===== config.mk =====
export PLATFORM = sky130hd
export DESIGN_NAME = fifo_push_arbiter
export DESIGN_NICKNAME = d
export VERILOG_FILES = /design/src/rtl/fifo_arb_pkg.sv /design/src/rtl/fifo_arb_rr_pick.sv /design/src/rtl/fifo_push_arbiter.sv
export SDC_FILE = /design/constraint.sdc
export NUM_CORES = 1
export LEC_CHECK = 0
export CORE_ASPECT_RATIO = 1.75
export CORE_UTILIZATION = 47
export CTS_CLUSTER_SIZE = 14
export DETAILED_ROUTE_END_ITERATION = 8
export GPL_TIMING_DRIVEN = 0
export PLACE_DENSITY_LB_ADDON = 0.1
export SLEW_MARGIN = 5
export SYNTH_ARGS = -nofsm -noshare
export SYNTH_HDL_FRONTEND = slang
export SYNTH_SLANG_ARGS = --single-unit

===== constraint.sdc =====
create_clock -name clk -period 4.5 [get_ports clk]
set_clock_uncertainty 0.1 [all_clocks]
set_input_delay 0.9 -clock clk [delete_from_list [all_inputs] [get_ports clk]]
set_output_delay 0.9 -clock clk [all_outputs]
set_load 0.1 [all_outputs]

===== src/rtl/fifo_arb_pkg.sv =====
// Shared types and constants for the fifo push arbiter.
// The stall counter is only built when FIFO_ARB_STALL_CNT_EN is defined.
package fifo_arb_pkg;

    typedef enum logic {
        IDLE  = 1'b0,
        BURST = 1'b1
    } arb_state_t;

    localparam int STALL_CNT_W = 16;

endpackage


===== src/rtl/fifo_arb_rr_pick.sv =====
// Combinational round-robin picker: first set request above last_owner, wrapping.
module fifo_arb_rr_pick
    import fifo_arb_pkg::*;
#(
    parameter int NUM_REQ = 4,
    parameter int IDX_W   = $clog2(NUM_REQ)
) (
    input  logic [NUM_REQ-1:0] req,
    input  logic [IDX_W-1:0]   last_owner,
    output logic [NUM_REQ-1:0] pick,
    output logic [IDX_W-1:0]   pick_idx
);

    logic             found;
    logic [IDX_W-1:0] cand;

    always_comb begin
        pick     = '0;
        pick_idx = '0;
        found    = 1'b0;
        cand     = '0;
        // Offset 1 first so the previous owner is considered last.
        for (int i = 1; i <= NUM_REQ; i++) begin
            cand = IDX_W'((int'(last_owner) + i) % NUM_REQ);
            if (!found && req[cand]) begin
                found          = 1'b1;
                pick[cand]     = 1'b1;
                pick_idx       = cand;
            end
        end
    end

endmodule


===== src/rtl/fifo_push_arbiter.sv =====
// Round-robin burst arbiter feeding one fifo push port from NUM_REQ requesters.
// Optional owner-stall counter enabled by defining FIFO_ARB_STALL_CNT_EN.
//
// state | meaning
// IDLE  | no owner; pick next requester round-robin
// BURST | one owner in o_grant; push up to BURST_LEN words
module fifo_push_arbiter
    import fifo_arb_pkg::*;
#(
    parameter int BIT_WIDTH = 8,
    parameter int NUM_REQ   = 4,
    parameter int BURST_LEN = 4
) (
    input  logic                         clk,
    input  logic                         reset_n,
    input  logic [NUM_REQ-1:0]           i_req_valid,
    input  logic [NUM_REQ*BIT_WIDTH-1:0] i_req_data,
    output logic [NUM_REQ-1:0]           o_req_ready,
    input  logic                         i_fifo_full,
    output logic                         o_push,
    output logic [BIT_WIDTH-1:0]         o_push_data,
    output logic [NUM_REQ-1:0]           o_grant,
    output logic [STALL_CNT_W-1:0]       o_stall_cnt
);

    localparam int IDX_W  = $clog2(NUM_REQ);
    localparam int BEAT_W = 8;

    arb_state_t         state;
    logic               run_en;
    logic [IDX_W-1:0]   owner_idx;
    logic [IDX_W-1:0]   last_owner;
    logic [BEAT_W-1:0]  beat_cnt;
    logic [NUM_REQ-1:0] pick;
    logic [IDX_W-1:0]   pick_idx;
    logic               owner_valid;
    logic               last_beat;

    fifo_arb_rr_pick #(
        .NUM_REQ (NUM_REQ),
        .IDX_W   (IDX_W)
    ) u_rr_pick (
        .req        (i_req_valid),
        .last_owner (last_owner),
        .pick       (pick),
        .pick_idx   (pick_idx)
    );

    assign owner_valid = |(i_req_valid & o_grant);
    assign o_req_ready = o_grant & {NUM_REQ{~i_fifo_full}};
    assign o_push      = |(i_req_valid & o_req_ready);
    assign last_beat   = (beat_cnt == BEAT_W'(BURST_LEN - 1));

    always_comb begin
        o_push_data = '0;
        for (int k = 0; k < NUM_REQ; k++) begin
            if (o_grant[k]) begin
                o_push_data = o_push_data | i_req_data[k*BIT_WIDTH +: BIT_WIDTH];
            end
        end
    end

    // run_en holds the FSM idle for the first edge after reset release.
    always_ff @(posedge clk or negedge reset_n) begin
        if (!reset_n) begin
            run_en     <= 1'b0;
            state      <= IDLE;
            o_grant    <= '0;
            owner_idx  <= '0;
            last_owner <= IDX_W'(NUM_REQ - 1);
            beat_cnt   <= '0;
        end else if (!run_en) begin
            run_en <= 1'b1;
        end else begin
            case (state)
                IDLE: begin
                    if (|i_req_valid) begin
                        state     <= BURST;
                        o_grant   <= pick;
                        owner_idx <= pick_idx;
                    end
                end
                BURST: begin
                    if (!owner_valid || (o_push && last_beat)) begin
                        state      <= IDLE;
                        o_grant    <= '0;
                        last_owner <= owner_idx;
                        beat_cnt   <= '0;
                    end else if (o_push) begin
                        beat_cnt <= beat_cnt + BEAT_W'(1);
                    end
                end
                default: begin
                    state   <= IDLE;
                    o_grant <= '0;
                end
            endcase
        end
    end

`ifdef FIFO_ARB_STALL_CNT_EN
    logic [STALL_CNT_W-1:0] stall_cnt;

    always_ff @(posedge clk or negedge reset_n) begin
        if (!reset_n) begin
            stall_cnt <= '0;
        end else if ((state == BURST) && owner_valid && i_fifo_full
                     && (stall_cnt != {STALL_CNT_W{1'b1}})) begin
            stall_cnt <= stall_cnt + STALL_CNT_W'(1);
        end
    end

    assign o_stall_cnt = stall_cnt;
`else
    assign o_stall_cnt = '0;
`endif

endmodule


# --- Word level (Yosys, flattened, before mapping) ---
# Cells that the tools add are included.
totals:
  in_bits: 39
  reg_bits: 18
  wordCells: 93
op_classes:
  add_sub_neg: 5
  bitwise: 11
  magnitude_cmp: 8
  n_mux: 39
  n_eq_ne: 3
  n_reduce_logical: 21
ops:
  columns: ["cell", "count"]
  rows:
  - ["$mux 8", 6]
  - ["$mux 4", 6]
  - ["$or 8x8->8", 3]
  - ["$mux 1", 13]
  - ["$and 4x4->4", 3]
  - ["$lt 2x3->1 const B", 4]
  - ["$or 4x4->4", 3]
  - ["$reduce_and 3->1", 4]
  - ["$reduce_or 4->1", 3]
  - ["$add 8x1->8 const B", 1]
  - ["$bmux 1 s2", 4]
  - ["$demux 1 s2", 4]
  - ["$eq 8x2->1 const B", 1]
  - ["$ge 2x1->1 const B", 4]
  - ["$logic_and 1x1->1", 8]
  - ["$mux 2", 4]
  - ["$pmux 4 s2", 1]
  - ["$add 2x1->2 const B", 2]
  - ["$add 2x2->2 const B", 2]
  - ["$logic_not 1->1", 4]
  - ["$ne 2x1->1 const B", 1]
  - ["$ne 2x2->1 const B", 1]
  - ["$not 1->1", 2]
  - ["$pmux 1 s2", 1]
  - ["other kinds (2)", 2]

# --- Depth between registers and ports, before layout ---
# Gate-level depths: netlist (run 1).
depth:
  ltp_word: 15
  depth_mapped: 9
  ltp_nobuf: 6

# --- Hierarchy ---
# From an unflattened synthesis (run 1), not the netlist that was laid out.
hier_totals:
  hier_cells: 196
  area_unflattened_um2: 1659.1
modules_own_cells:
  columns: ["mod", "area_each_um2", "n_inst", "seq_area_each_um2", "cells_each"]
  rows:
  - ["fifo_push_arbiter", 1168.6, 1, 452.9, 137]
  - ["fifo_arb_rr_pick", 490.5, 1, 0.0, 59]

# --- Worst setup path after synthesis (run 1) ---
# Ideal clock, no wire load.
synth_path:
  path_type: "reg-to-output"
  from: "register o_grant[2]"
  to: "output port o_push"
  t_arrival_ps: 2848
  n_path_buf: 1
  stages_incl_launch_ff: 4
  required_time_ps: 3500
  setup_slack_ps: 652
  path_cell_list: "dfrtp_1 buf_2 a22oi_2 a21oi_1"
synth_between:
  elab_chain_cells: 3
synth_lines:
  columns: ["element", "line", "source"]
  rows:
  - ["start: declaration", "fifo_push_arbiter.sv:22", "output logic [NUM_REQ-1:0] o_grant,"]
  - ["start signal: assignment", "fifo_push_arbiter.sv:79", "o_grant <= pick;"]
  - ["$and 4x4->4", "fifo_push_arbiter.sv:50", "assign o_req_ready = o_grant & {NUM_REQ{~i_fifo_full}};"]
  - ["$and 4x4->4", "fifo_push_arbiter.sv:51", "assign o_push = |(i_req_valid & o_req_ready);"]
  - ["$reduce_or 4->1", "fifo_push_arbiter.sv:51", null]
  - ["end: declaration", "fifo_push_arbiter.sv:20", "output logic o_push,"]
# Every way passes these cells.

# --- Final worst setup path (run 1) ---
layout_path:
  from: "input port i_req_valid[0]"
  to: "output port o_push"
layout_between:
  elab_chain_cells: 2
layout_lines:
  columns: ["element", "line", "source"]
  rows:
  - ["start: declaration", "fifo_push_arbiter.sv:16", "input logic [NUM_REQ-1:0] i_req_valid,"]
  - ["$and 4x4->4", "fifo_push_arbiter.sv:51", null]
  - ["$reduce_or 4->1", "fifo_push_arbiter.sv:51", null]
# Every way passes these cells.

==> reports/results.ini, run 1 <==
[route]
vias=1833
drtIter0Drc=55
ant_nets=0
vias_per_cell=5.75
drc=0
drt-total-wl_um=5110
drt-pass1-iter-count=4
wl_per_cell_um=16.0

[cts]
cts_tree=yes
numClockSinks=18
cts.clk_slew.worst_paths_ps=70
ctsResizeCount=0
cts_root_buf=clkbuf_8
ctsHoldBuffers=0
cts_setup_buffers=0
cts.htree.levels=1
clock_tree.buffer_depth=2
clk_latency_ps=260
numCtsBuffers=3

[worst_setup_path]
startpoint=i_req_valid[0]
path_class=in -> out
crit_path_end_kind=primary output
reg2reg_from=last_owner[0]
required_ps=3500
start_kind=primary input
worstPathArrival_ps=3090
slowest_stage=clkdlybuf4s50_1
crit_fanout=9
cpPeakStageDelay_ps=1160
crit_chain=clkdlybuf4s50_1 > a22oi_2 > a21oi_1 > clkdlybuf4s50_1
crit_top_cell=clkdlybuf4s50_1

[layout]
final_cell_mix=clkdlybuf4s50_1, nand2_1, a22oi_1
drive_gt1_share_pct=16.8
nNetsFinal=322
layout_commonest_cell=clkdlybuf4s50_1
antennaDiodeCount=0
syn_to_final_growth_pct=40.2

[sta]
whs_ps=419
tns_ps=0
finalMaxSlewViolations=0
rsz0062_at_grt=no
finalSetupViolCount=0
max_freq_ghz=0.244
finalCriticalPeriod_ps=4090
min_period_over_period_pct=90.9
final-hold-violation-count=0
worst_slew_pin_slew_ps=1010
slew_headroom_pct=32.5

[power]
p_clk_share_pct=7.4
p_leak_nw=1.05
ir_drop_uv=466
combPwrFrac_pct=78.0
p_int_w=0.000703
switching_share_pct=61.5
pwr-share-seq_pct=14.6
switchingPower_w=0.00112
p_per_area_nw_per_um2=737

[synth]
ys_seq_elements=18
synthCells=200
synthDistinctLibCells=48
synth_adder_area_share_pct=6.38
synth_top_area_share_pct=22.7
synth_top_family_by_area=compound AO/OA/AOI/OAI gates
seq_area_frac_synth_pct=25.7
yosys.area_share.simple_pct=20.3
syn_area_per_cell_um2=8.83
synth_mux_area_share_pct=8.86
synth_compound_area_share_pct=25.2
ys_warn_count=0
synth.largest_area_cell=dfrtp_1
synth_edf_count=0
synth_area_um2=1770
synth-main-ff-cell=dfrtp_1
synth_xor_area_share_pct=0
synth_area_leaders=dfrtp_1, a22oi_1, buf_4
async_reset_ff_share_pct=100

[die]
die_y_um=83.1
initial_core_util_pct=49.1
fp-row-count=29
dieArea_um2=4020
pin_count=72
fp.dieW_um=48.3
core_area_um2=3590

[worst_hold_path]
hold_class=reg -> reg
worstHoldStart=owner_idx[1]

[flow_run]
drv_cap=0

[placement]
io_buffers=54
hpwlAfterDp_um=4020
gp_congestion=0.865

[global_route]
grt_pass1_vias=1732
grt_pass1_wl_um=8370
track_usage_pct=26.1
grt_overflow_total=0
antenna_found_initial=0
grt_max_degree=19

[run_status]
outcome=completed

worst max-delay path, delay by kind of cell:
kind / cells / cell delay, ps
buffers and inverters: 2 / 1830
AO/OA/AOI/OAI: 2 / 350
state kept, by name (all words and copies together) (netlist names):
name and cells:
beat_cnt 8, o_grant 4, last_owner 2, owner_idx 2, run_en 1, state 1
stage by stage:
stage	area, µm²	total power (W)	instances	worst slack, ps	util [%]
after global routing	2470	0.00191	319	297	68.9
after detailed placement	2420	0.00169	315	416	67.4
after CTS	2470	0.00182	319	416	68.9
after floorplan	1820	0.00137	215	652	-
final	2470	0.00182	319	408	68.9
after global placement	2420	0.00168	315	441	67.4
per-layer routing:
| metal | part of all wire (%) | global-route usage, % | vias to the layer above |
|---|---|---|---|
| met5 | 0 | 0 | - |
| met4 | 3.0 | 8.56 | 0 |
| met3 | 3.4 | 3.11 | 18 |
| met2 | 57 | 49.9 | 56 |
| met1 | 36 | 29.0 | 890 |
| li1 | - | - | 869 |
cell usage after synthesis, drive strengths merged (5+ instances only):
cell    instances
buf            26
nand2          24
a22oi          22
dfrtp          16
ha              9
nor2            9
o21ai           7
a21oi           6
inv             6
o31ai           6
clkbuf          5
nor2b           5
nor4            5
cell families after synthesis:
group	count (synthesis)
multiplexers	10
AND/OR/NAND/NOR	66
AO/OA/AOI/OAI	58
flip-flops	18
adder cells (fa/ha/maj)	9
other	2
buffers and inverters	37
worst paths after layout:
path / endpoint / slack (ps) / cells after the start
worst max-delay path: o_push / 410 / 4
worst min register to register: owner_idx[1] / 420 / 2
min in group asynchronous: beat_cnt[6] / 1010 / 1
worst min-delay path: owner_idx[1] / 420 / 2
max in group asynchronous: beat_cnt[3] / 2790 / 1
worst max register to register: o_grant[1] / 1740 / 8
power groups by stage:
stage / clock network (W) / registers, W / logic (W)
2_1_floorplan: 0 / 0.000360 / 0.00101
3_3_place_gp: 0 / 0.000269 / 0.00141
3_5_place_dp: 0 / 0.000271 / 0.00142
4_1_cts: 0.000132 / 0.000269 / 0.00142
5_1_grt: 0.000138 / 0.000275 / 0.00149
6_report: 0.000134 / 0.000267 / 0.00142
area by class of cell:
cell class	count	area, µm²
Multi-Input combinational cell	160	1140
Buffer	31	210
Fill cell	321	1120
Tap cell	46	57.6
Clock buffer	4	55.1
Timing Repair Buffer	54	541
Sequential cell	18	453
Inverter	6	22.5
Power figures use the tool's default switching activity.
==> run 2, diff against run 1 <==
- CTS_CLUSTER_SIZE: 14 -> 30
==> results of run 2 <==
The final DEF is identical to that of run 1; final timing and power are the same.
==> run 3, diff against run 2 <==
- CORE_MARGIN: not set -> 3
==> reports/results.ini, run 3 (synthesis results as in run 1) <==
[worst_setup_path]
rrSetupSlack_ps=1710
worstPathArrival_ps=3100
crit_fanout=9
required_ps=3500
crit_path_end_kind=primary output
path_class=in -> out
start_kind=primary input

[cts]
ctsResizeCount=0
clk_latency_ps=260
numCtsBuffers=3
ctsHoldBuffers=0
cts_root_buf=clkbuf_8
cts_setup_buffers=0
clock_tree.buffer_depth=2
cts_tree=yes
cts.clk_slew.worst_paths_ps=70
cts.htree.levels=1
numClockSinks=18

[sta]
whs_ps=399
finalMaxSlewViolations=0
rsz0062_at_grt=no
min_period_over_period_pct=91.2
tns_ps=0
max_freq_ghz=0.244
slew_headroom_pct=33.2
finalCriticalPeriod_ps=4100
final-hold-violation-count=0
finalSetupViolCount=0
worst_slew_pin_slew_ps=999

[global_route]
grt_pass1_wl_um=8250
grt_max_degree=19
grt_overflow_total=0
antenna_found_initial=0
grt_pass1_vias=1704
track_usage_pct=23.8

[route]
drt-pass1-iter-count=4
drtIter0Drc=64
drc=0
wl_per_cell_um=16.3
drt-total-wl_um=5180
vias_per_cell=5.59
vias=1779
ant_nets=0

[layout]
fin_cells=318
top_regs=beat_cnt (8), o_grant (4)
antennaDiodeCount=0
nNetsFinal=322
largest-register=beat_cnt
layout_commonest_cell=clkdlybuf4s50_1
final_cell_mix=clkdlybuf4s50_1, nand2_1, a22oi_1
syn_to_final_growth_pct=40.1
drive_gt1_share_pct=16.8
fin_area_um2=2470
largest_reg_flops=8

[die]
fp-row-count=28
pin_count=72
fp.dieW_um=52.3
dieArea_um2=4560
die_y_um=87.1
core_area_um2=3500
initial_core_util_pct=50.4

[power]
p_per_area_nw_per_um2=734
ir_drop_uv=557
p_leak_nw=1.05

[placement]
hpwlAfterDp_um=4130
io_buffers=54
gp_congestion=0.897
postPlaceCellArea_um2=2420
dp.cells=314

[run_status]
outcome=completed

[flow_run]
drv_cap=0

[worst_hold_path]
hold_class=reg -> reg

==> run 3: power breakdown <==
group | total (W) | internal, W | switching [W]
Sequential | 0.000266 | 0.000212 | 0.0000539
Clock | 0.000135 | 0.0000778 | 0.0000568
Combinational | 0.00142 | 0.000414 | 0.00100
Total | 0.00182 | 0.000704 | 0.00111
==> run 3: per-layer routing <==
layer | up-vias | global-route usage (%) | part of all wire (%)
met5 | - | 0 | 0
met4 | 0 | 10.0 | 2.5
met3 | 13 | 2.57 | 3.9
met2 | 54 | 45.8 | 58
met1 | 846 | 24.6 | 35
li1 | 866 | - | -
==> run 3: stage by stage <==
step / setup WS (ps) / utilization, % / total power, W
floorplan: 652 / - / 0.00137
CTS: 435 / 70.6 / 0.00182
detailed placement: 439 / 69.0 / 0.00168
finish: 396 / 70.6 / 0.00182
global placement: 447 / 69.0 / 0.00167
global route: 347 / 70.6 / 0.00192
==> run 3: worst paths after layout <==
| path | startpoint | endpoint | cells past startpoint |
|---|---|---|---|
| max | i_req_valid[0] | o_push | 4 |
| min in group asynchronous | reset_n | beat_cnt[6] | 1 |
| min reg2reg | owner_idx[0] | owner_idx[0] | 2 |
| max in group asynchronous | reset_n | beat_cnt[1] | 1 |
| min | owner_idx[0] | owner_idx[0] | 2 |
| max reg2reg | last_owner[0] | o_grant[1] | 8 |
==> run 3: worst max-delay path: stages <==
cell and delay [ps]:
clkdlybuf4s50_1 680, a22oi_2 180, a21oi_1 180, clkdlybuf4s50_1 1160
==> run 3: final cells by class <==
cell class	count	area [µm²]
Multi-Input combinational cell	160	1140
Fill cell	304	1030
Timing Repair Buffer	54	541
Sequential cell	18	453
Buffer	31	210
Tap cell	45	56.3
Clock buffer	4	55.1
Inverter	6	22.5
